$ cat src/rtl/booth_mult_arbiter.sv
// booth_mult_arbiter
// Two-requester round-robin front end for a shared 8x8 sequential Booth core.
// A grant is decided in IDLE, announced with a one-cycle registered reqX_ready
// pulse, and then the core is sequenced LOAD -> (OPERATE, SHIFT) x ITERATIONS
// -> CAPTURE -> RESPOND. The captured product is held in RESPOND until the
// owning requester consumes it with rsp_ready.
module booth_mult_arbiter #(
    parameter int ITERATIONS = 8
) (
    input  logic        clk,
    input  logic        Reset,

    input  logic        req0_valid,
    input  logic [7:0]  req0_m,
    input  logic [7:0]  req0_n,
    output logic        req0_ready,

    input  logic        req1_valid,
    input  logic [7:0]  req1_m,
    input  logic [7:0]  req1_n,
    output logic        req1_ready,

    output logic        rsp0_valid,
    output logic        rsp1_valid,
    input  logic        rsp_ready,
    output logic [16:0] rsp_product,

    output logic [7:0]  mul_m,
    output logic [7:0]  mul_n,
    output logic        mul_load,
    output logic        mul_operate,
    output logic        mul_shift,
    output logic        mul_reset,
    input  logic [16:0] mul_product,

    output logic        busy,
    output logic        grant_id
);

    typedef enum logic [2:0] {
        IDLE,
        LOAD,
        OPERATE,
        SHIFT,
        CAPTURE,
        RESPOND
    } state_t;

    state_t      state;
    state_t      next_state;

    logic [3:0]  count;
    logic [3:0]  count_inc;
    logic        last_grant;
    logic        rst_q1;
    logic        rst_q2;

    logic        grant_pending;
    logic        take_grant;
    logic        win;

    logic        load_d;
    logic        operate_d;
    logic        shift_d;
    logic        busy_d;
    logic        rsp0_d;
    logic        rsp1_d;

    // A decision has been made and its ready pulse is on the wire this cycle.
    assign grant_pending = req0_ready | req1_ready;
    // Grants are taken only from a quiet IDLE with the core out of reset.
    assign take_grant    = (state == IDLE) && !grant_pending && !mul_reset
                           && (req0_valid || req1_valid);
    assign count_inc     = count + 4'd1;
    // The core reset covers every cycle Reset was sampled high plus one more.
    assign mul_reset     = rst_q1 | rst_q2;

    // Round-robin pick: a lone requester always wins, a tie goes to the other one.
    always_comb begin
        win = (req0_valid && req1_valid) ? ~last_grant : req1_valid;
    end

    // Stretch the sampled reset by one cycle for the core.
    // NOTE: this pipeline deliberately has no reset branch; it is the reset history itself.
    always_ff @(posedge clk) begin
        rst_q1 <= Reset;
        rst_q2 <= rst_q1;
    end

    // State register and registered Moore outputs.
    // NOTE: every flop here uses <= so all registers see pre-edge values of each other.
    always_ff @(posedge clk) begin
        if (Reset) begin
            state       <= IDLE;
            mul_load    <= 1'b0;
            mul_operate <= 1'b0;
            mul_shift   <= 1'b0;
            busy        <= 1'b0;
            rsp0_valid  <= 1'b0;
            rsp1_valid  <= 1'b0;
        end else begin
            state       <= next_state;
            mul_load    <= load_d;
            mul_operate <= operate_d;
            mul_shift   <= shift_d;
            busy        <= busy_d;
            rsp0_valid  <= rsp0_d;
            rsp1_valid  <= rsp1_d;
        end
    end

    // Next-state logic for the job sequence.
    // NOTE: next_state defaults to state first so no path leaves it unassigned (no latch).
    always_comb begin
        next_state = state;
        case (state)
            IDLE:    if (grant_pending) next_state = LOAD;
            LOAD:    next_state = OPERATE;
            OPERATE: next_state = SHIFT;
            SHIFT:   next_state = (count_inc < 4'(ITERATIONS)) ? OPERATE : CAPTURE;
            CAPTURE: next_state = RESPOND;
            RESPOND: if (rsp_ready) next_state = IDLE;
            default: next_state = IDLE;
        endcase
    end

    // Output decode from the upcoming state so strobes line up with their state.
    always_comb begin
        load_d    = (next_state == LOAD);
        operate_d = (next_state == OPERATE);
        shift_d   = (next_state == SHIFT);
        busy_d    = (next_state != IDLE);
        rsp0_d    = (next_state == RESPOND) && !grant_id;
        rsp1_d    = (next_state == RESPOND) &&  grant_id;
    end

    // Grant bookkeeping, operand latch, iteration counter and result capture.
    always_ff @(posedge clk) begin
        if (Reset) begin
            req0_ready  <= 1'b0;
            req1_ready  <= 1'b0;
            grant_id    <= 1'b0;
            last_grant  <= 1'b1;
            mul_m       <= '0;
            mul_n       <= '0;
            count       <= '0;
            rsp_product <= '0;
        end else begin
            req0_ready <= 1'b0;
            req1_ready <= 1'b0;
            case (state)
                IDLE: begin
                    count <= '0;
                    if (take_grant) begin
                        grant_id   <= win;
                        last_grant <= win;
                        mul_m      <= win ? req1_m : req0_m;
                        mul_n      <= win ? req1_n : req0_n;
                        req0_ready <= ~win;
                        req1_ready <= win;
                    end
                end
                SHIFT:   count <= count_inc;
                CAPTURE: rsp_product <= mul_product;
                default: ;
            endcase
        end
    end

endmodule

$ cat config.mk
export PLATFORM = sky130hd
export DESIGN_NAME = booth_mult_arbiter
export DESIGN_NICKNAME = d
export VERILOG_FILES = /design/src/rtl/booth_mult_arbiter.sv
export SDC_FILE = /design/constraint.sdc
export NUM_CORES = 1
export LEC_CHECK = 0
export ABC_CLOCK_PERIOD_IN_PS = 1700
export CORE_UTILIZATION = 44
export CTS_BUF_LIST = sky130_fd_sc_hd__clkbuf_8
export DETAILED_ROUTE_END_ITERATION = 6
export PLACE_DENSITY = 0.85
export SLEW_MARGIN = 20
export SYNTH_ARGS = -nofsm -noshare
export SYNTH_HDL_FRONTEND = slang
export SYNTH_SLANG_ARGS = --single-unit
$ cat constraint.sdc
create_clock -name clk -period 1.7 [get_ports clk]
set_clock_uncertainty 0.15 [all_clocks]
set_input_delay 0.255 -clock clk [delete_from_list [all_inputs] [get_ports clk]]
set_output_delay 0.255 -clock clk [all_outputs]
set_load 0.01 [all_outputs]
==> After elaboration in Yosys (flattened, before gate mapping) <==
Index checks and enable logic that the tools add are counted.
{ "word_totals": {"register_bits": 52, "latchBits": 0, "ram_bits": 0, "romBits": 0, "in_bits": 54, "output_inout_bits": 43, "elab_cells": 57, "mem_count": 0} }
{ "classes": {"addsub": 1, "mul": 0, "n_div": 0, "order_cmp": 1, "eq_ne": 9, "n_shift": 0, "muxes": 8, "n_bitwise": 6, "n_reduce_logical": 15} }
{ "op_table": {"columns": ["operator", "count"], "rows": [
  ["$pmux W3 S6", 1],
  ["$mux W8", 2],
  ["$eq A3 B2 Y1 const B", 4],
  ["$eq A3 B3 Y1 const B", 3],
  ["$mux W3", 3],
  ["$pmux W4 S2", 1],
  ["$eq A3 B1 Y1 const B", 2],
  ["$logic_and A1 B1 Y1", 6],
  ["$add A4 B1 Y4 const B", 1],
  ["$lt A4 B4 Y1 const B", 1],
  ["$not A1 Y1", 4],
  ["$logic_not A1 Y1", 3],
  ["$logic_not A3 Y1", 1],
  ["$reduce_bool A3 Y1", 1],
  ["$reduce_or A3 Y1", 1],
  ["$or A1 B1 Y1", 2],
  ["$reduce_and A2 Y1", 1],
  ["$reduce_bool A2 Y1", 1],
  ["$logic_or A1 B1 Y1", 1],
  ["$mux W1", 1]
]} }

==> Depth between registers and ports, before layout <==
{ "depth": {"word_depth": 7, "ltp_mapped": 6, "mapped_depth_nobuf": 5} }

==> Worst setup path after synthesis <==
Ideal clock, no wire load.
{ "synth_timing": {"path_type": "reg-to-reg", "startpoint": "register state[2]", "endpoint": "register mul_m[4]", "setup_ns": 0.080, "t_arrival_ns": 1.220, "required_ns": 1.470, "path_slack_ns": 0.250, "path_stages_with_launch": 7, "n_path_buf": 2, "period_less_slack_ns": 1.450, "cell_sequence": "dfxtp_1 buf_6 nor3_4 o2111a_4 buf_6 nor2_1 a211oi_2"} }
{ "synth_between": {"elab_chain_len": 5} }
{ "synth_rtl": {"columns": ["item", "line_no", "text"], "rows": [
  ["from (decl)", "49", "state_t state;"],
  ["from (signal assigned)", "102", "state <= next_state;"],
  ["$logic_not A3 Y1 *", "72, 151", null],
  ["$logic_and A1 B1 Y1 (2 in a row)", "72", "assign take_grant = (state == IDLE) && !grant_pending && !mul_reset"],
  ["$logic_and A1 B1 Y1", "73", "&& (req0_valid || req1_valid);"],
  ["$reduce_and A2 Y1 (no source line) *", null, null],
  ["to (signal assigned)", "157", "mul_m <= win ? req1_m : req0_m;"],
  ["to (decl)", "28", "output logic [7:0] mul_m,"]
]} }
Mark *: on every way between the ends. The rest lies on a longest branch, timed or not.
A chain may end at the register's enable or synchronous reset.

==> Final worst setup path <==
{ "layout_timing": {"startpoint": "register req0_ready", "endpoint": "output req0_ready"} }
{ "layout_rtl": {"columns": ["item", "line_no", "text"], "rows": [
  ["from (decl)", "16", "output logic req0_ready,"],
  ["from (signal assigned)", "159", "req0_ready <= ~win;"]
]} }
No word-level cell between the ends.

==> summary.md <==
| Metric | Value |
|---|---|
| Ant diodes | `0` |
| Root Driver | `clkbuf_8` |
| Startpoint Class | `flip-flop` |
| FF+latch area | `1040 µm²` |
| Synth cell types | `42` |
| Net count after synthesis | `292` |
| Setup Viol. Count Final | `0` |
| Die area | `5440 µm²` |
| Comb power frac | `18.9%` |
| Die Wd | `73.8 µm` |
| Cell internal pwr | `1.99 mW` |
| Post-synth ARST share | `0%` |
| Starting Density | `46.8%` |
| Seq pwr share | `49.7%` |
| Leakage power | `1.20 nW` |
| Buf+Inv Stages, Crit Path | `1` |
| Hold buffer count at CTS | `0` |
| IO Port Bufs | `96` |
| Avg Synthesized Cell Area | `9.57 µm²` |
| Worst-path cell chain | `clkdlybuf4s50_1` |
| Later-pin clock latency in the skew report | `300 ps` |
| # clock sinks | `52` |
| Sequential fraction of the synthesis area | `45.9%` |
| Synth Instances | `237` |
| Tmin final | `1640 ps` |
| Fmax | `0.608 GHz` |
| Die height | `73.8 µm` |
| DR iter-0 viols | `59` |
| Worst slew pin tran | `409 ps` |
| Count leader, synth | `dfxtp_1` |
| Final Cycle Share | `96.8%` |
| Final setup TNS | `0 ps` |
| Status | `complete, no violations` |
| Psw | `0.611 mW` |
| CTS tree | `built` |
| HP Class | `in2reg` |
| DRC Markers | `0` |
| Setup bufs post-CTS | `0` |
| Crit path max-delay family | `buffers and inverters` |
| H-tree levels | `2` |
| Area of the multi-input gates | `1110 µm²` |
| Routed vias/inst | `5.06` |
| Dpl hpwl | `3.93 mm` |
| Critical path type | `reg2out` |
| Layout cell share with drive strength beyond 1 | `15.7%` |
| Mapped Area | `2270 µm²` |
| Max Root-Sink Buffers | `2` |
| Switching Fraction | `23.5%` |
| First-pass GRT wire length | `8.30 mm` |
| Detailed Routing Iterations Pass 1 | `5` |
| Clock transition at path regs | `90 ps` |
| Via count | `2043` |
| Synthesis Warnings | `0` |
| RSZ-0062 raised after global routing | `no` |
| Clock network fraction of total power | `31.3%` |
| Post-synth top area cell | `dfxtp_1` |
| Worst EP required | `1290 ps` |
| Avg WL per Cell | `13.1 µm` |
| CTS Buf Count | `5` |
| P&R area growth vs syn | `53.3%` |
| Largest net degree at the start of global routing | `40` |
| Worst setup margin | `55.2 ps` |
| Total grt overflow | `0` |
| Largest fanout on the critical path | `3` |
| Setup slack at placement | `-169 ps` |
| Initial antenna violation count | `0` |
| Crit. End Element | `output pin` |
| Filler cell count | `375` |
| Area of the core | `4850 µm²` |
| Top-area cell type share of the netlist area | `45.9%` |
| Total power | `2.60 mW` |
| FP Rows | `25` |
| Total GRT Usage | `19.5%` |
| Slowest CP cell | `clkdlybuf4s50_1` |
| Flops & latches, synth | `52` |
| Post-synth EDFFs | `0` |
| Worst IR drop on VDD | `0.590 mV` |
| Placer Congestion | `0.757` |
| Fin nets | `391` |
| Io pins | `97` |
| Slew Viols, Final | `0` |
| R2R setup slack | `110 ps` |
| P per Cell Area | `748 nW/µm²` |
| Routed WL | `5.28 mm` |
| Most used flip-flop cell after synthesis | `dfxtp_1` |
| Slew HR | `72.5%` |
| MaxCap Viol Count | `0` |
| Leading post-synthesis cells by cell area | `dfxtp_1 (46%), mux2i_1 (7.5%), a211oi_2 (7.2%)` |
| Utilization after layout | `71.7%` |
| Vias in the first global route | `1929` |
| Post-synth top cells | `dfxtp_1 (52), nand2_1 (41), a21oi_1 (24)` |
| Arr. time, crit path | `1240 ps` |
| Critical path's largest stage delay | `550 ps` |
| DRT antenna net count | `0` |
| Final hold violations | `0` |
-- cells by family after synthesis --
group | count (synthesis) | share of synthesized area (%)
and+or+nand+nor | 90 | 20.5
AOI/OAI and AO/OA | 56 | 19.6
DFF | 52 | 45.9
buffers and inverters | 20 | 5.46
muxes | 17 | 7.51
xor gates and xnor gates | 1 | 0.386
adders and majority gates | 1 | 0.552
-- path summary, 6_finish.rpt --
check,end,from,depth (start not counted)
worst max-delay path,req0_ready,req0_ready,1
worst min-delay path,grant_id,Reset,2
worst max register to register,mul_n[4],state[2],5
worst min register to register,rst_q2,rst_q1,0
-- per-layer routing --
metal	share of wire, %	GRT usage (%)
met3	7.9	6.45
met5	0	0
met1	41	22.7
met2	50	34.0
met4	1.1	5.56
-- power by group through the flow --
stage	Clock (mW)	Sequential (mW)	Combinational [mW]
2_1_floorplan	0	1.34	0.210
3_3_place_gp	0	1.32	0.484
3_5_place_dp	0	1.32	0.495
4_1_cts	0.845	1.29	0.497
5_1_grt	0.891	1.30	0.528
6_report	0.815	1.29	0.492
-- state kept, by name (all words and copies together) (netlist names), 3 cells and up --
name and flops:
rsp_product 17, mul_m 8, mul_n 8, count 4, state 3
-- cell usage in the layout (no fill, tap or decap), types with 2 or more instances in the layout --
master	synthesis	routed
nand3_1	3	3
nor3_2	2	2
a21oi_1	24	24
clkdlybuf4s50_1	0	94
inv_1	2	3
buf_12	0	5
nand3b_1	3	3
a211oi_1	3	3
o21ai_0	7	7
mux2i_1	17	17
dfxtp_2	0	3
a211oi_2	13	13
buf_4	3	9
nand2_1	41	41
nor2_1	20	19
and2_1	2	2
nor4_2	2	2
clkbuf_8	0	5
nor3b_1	3	3
nor2b_1	4	4
dfxtp_1	52	49
-- stage by stage --
stage	instance area [µm²]	std cells	hold WS [ps]
global placement	3360	396	187
floorplan	2270	237	133
detailed placement	3360	396	195
CTS	3470	404	159
global route	3470	404	163
finish	3470	404	162
-- what timing repair did --
item	4_1_cts	5_1_grt
resized for setup	4	1
endpoints found under the setup margin	3	1
pin swaps	0	0
-- area by class of cell --
cell class | count | area share (%)
clock inverters | 3 | 1.12
well taps | 67 | 2.41
repair buffers | 110 | 32.3
inverters | 2 | 0.216
multi-input cells | 165 | 31.9
flip-flops and latches | 52 | 30.1
clock buffers | 5 | 1.98
No activity file was read; power rests on OpenSTA's default activity.
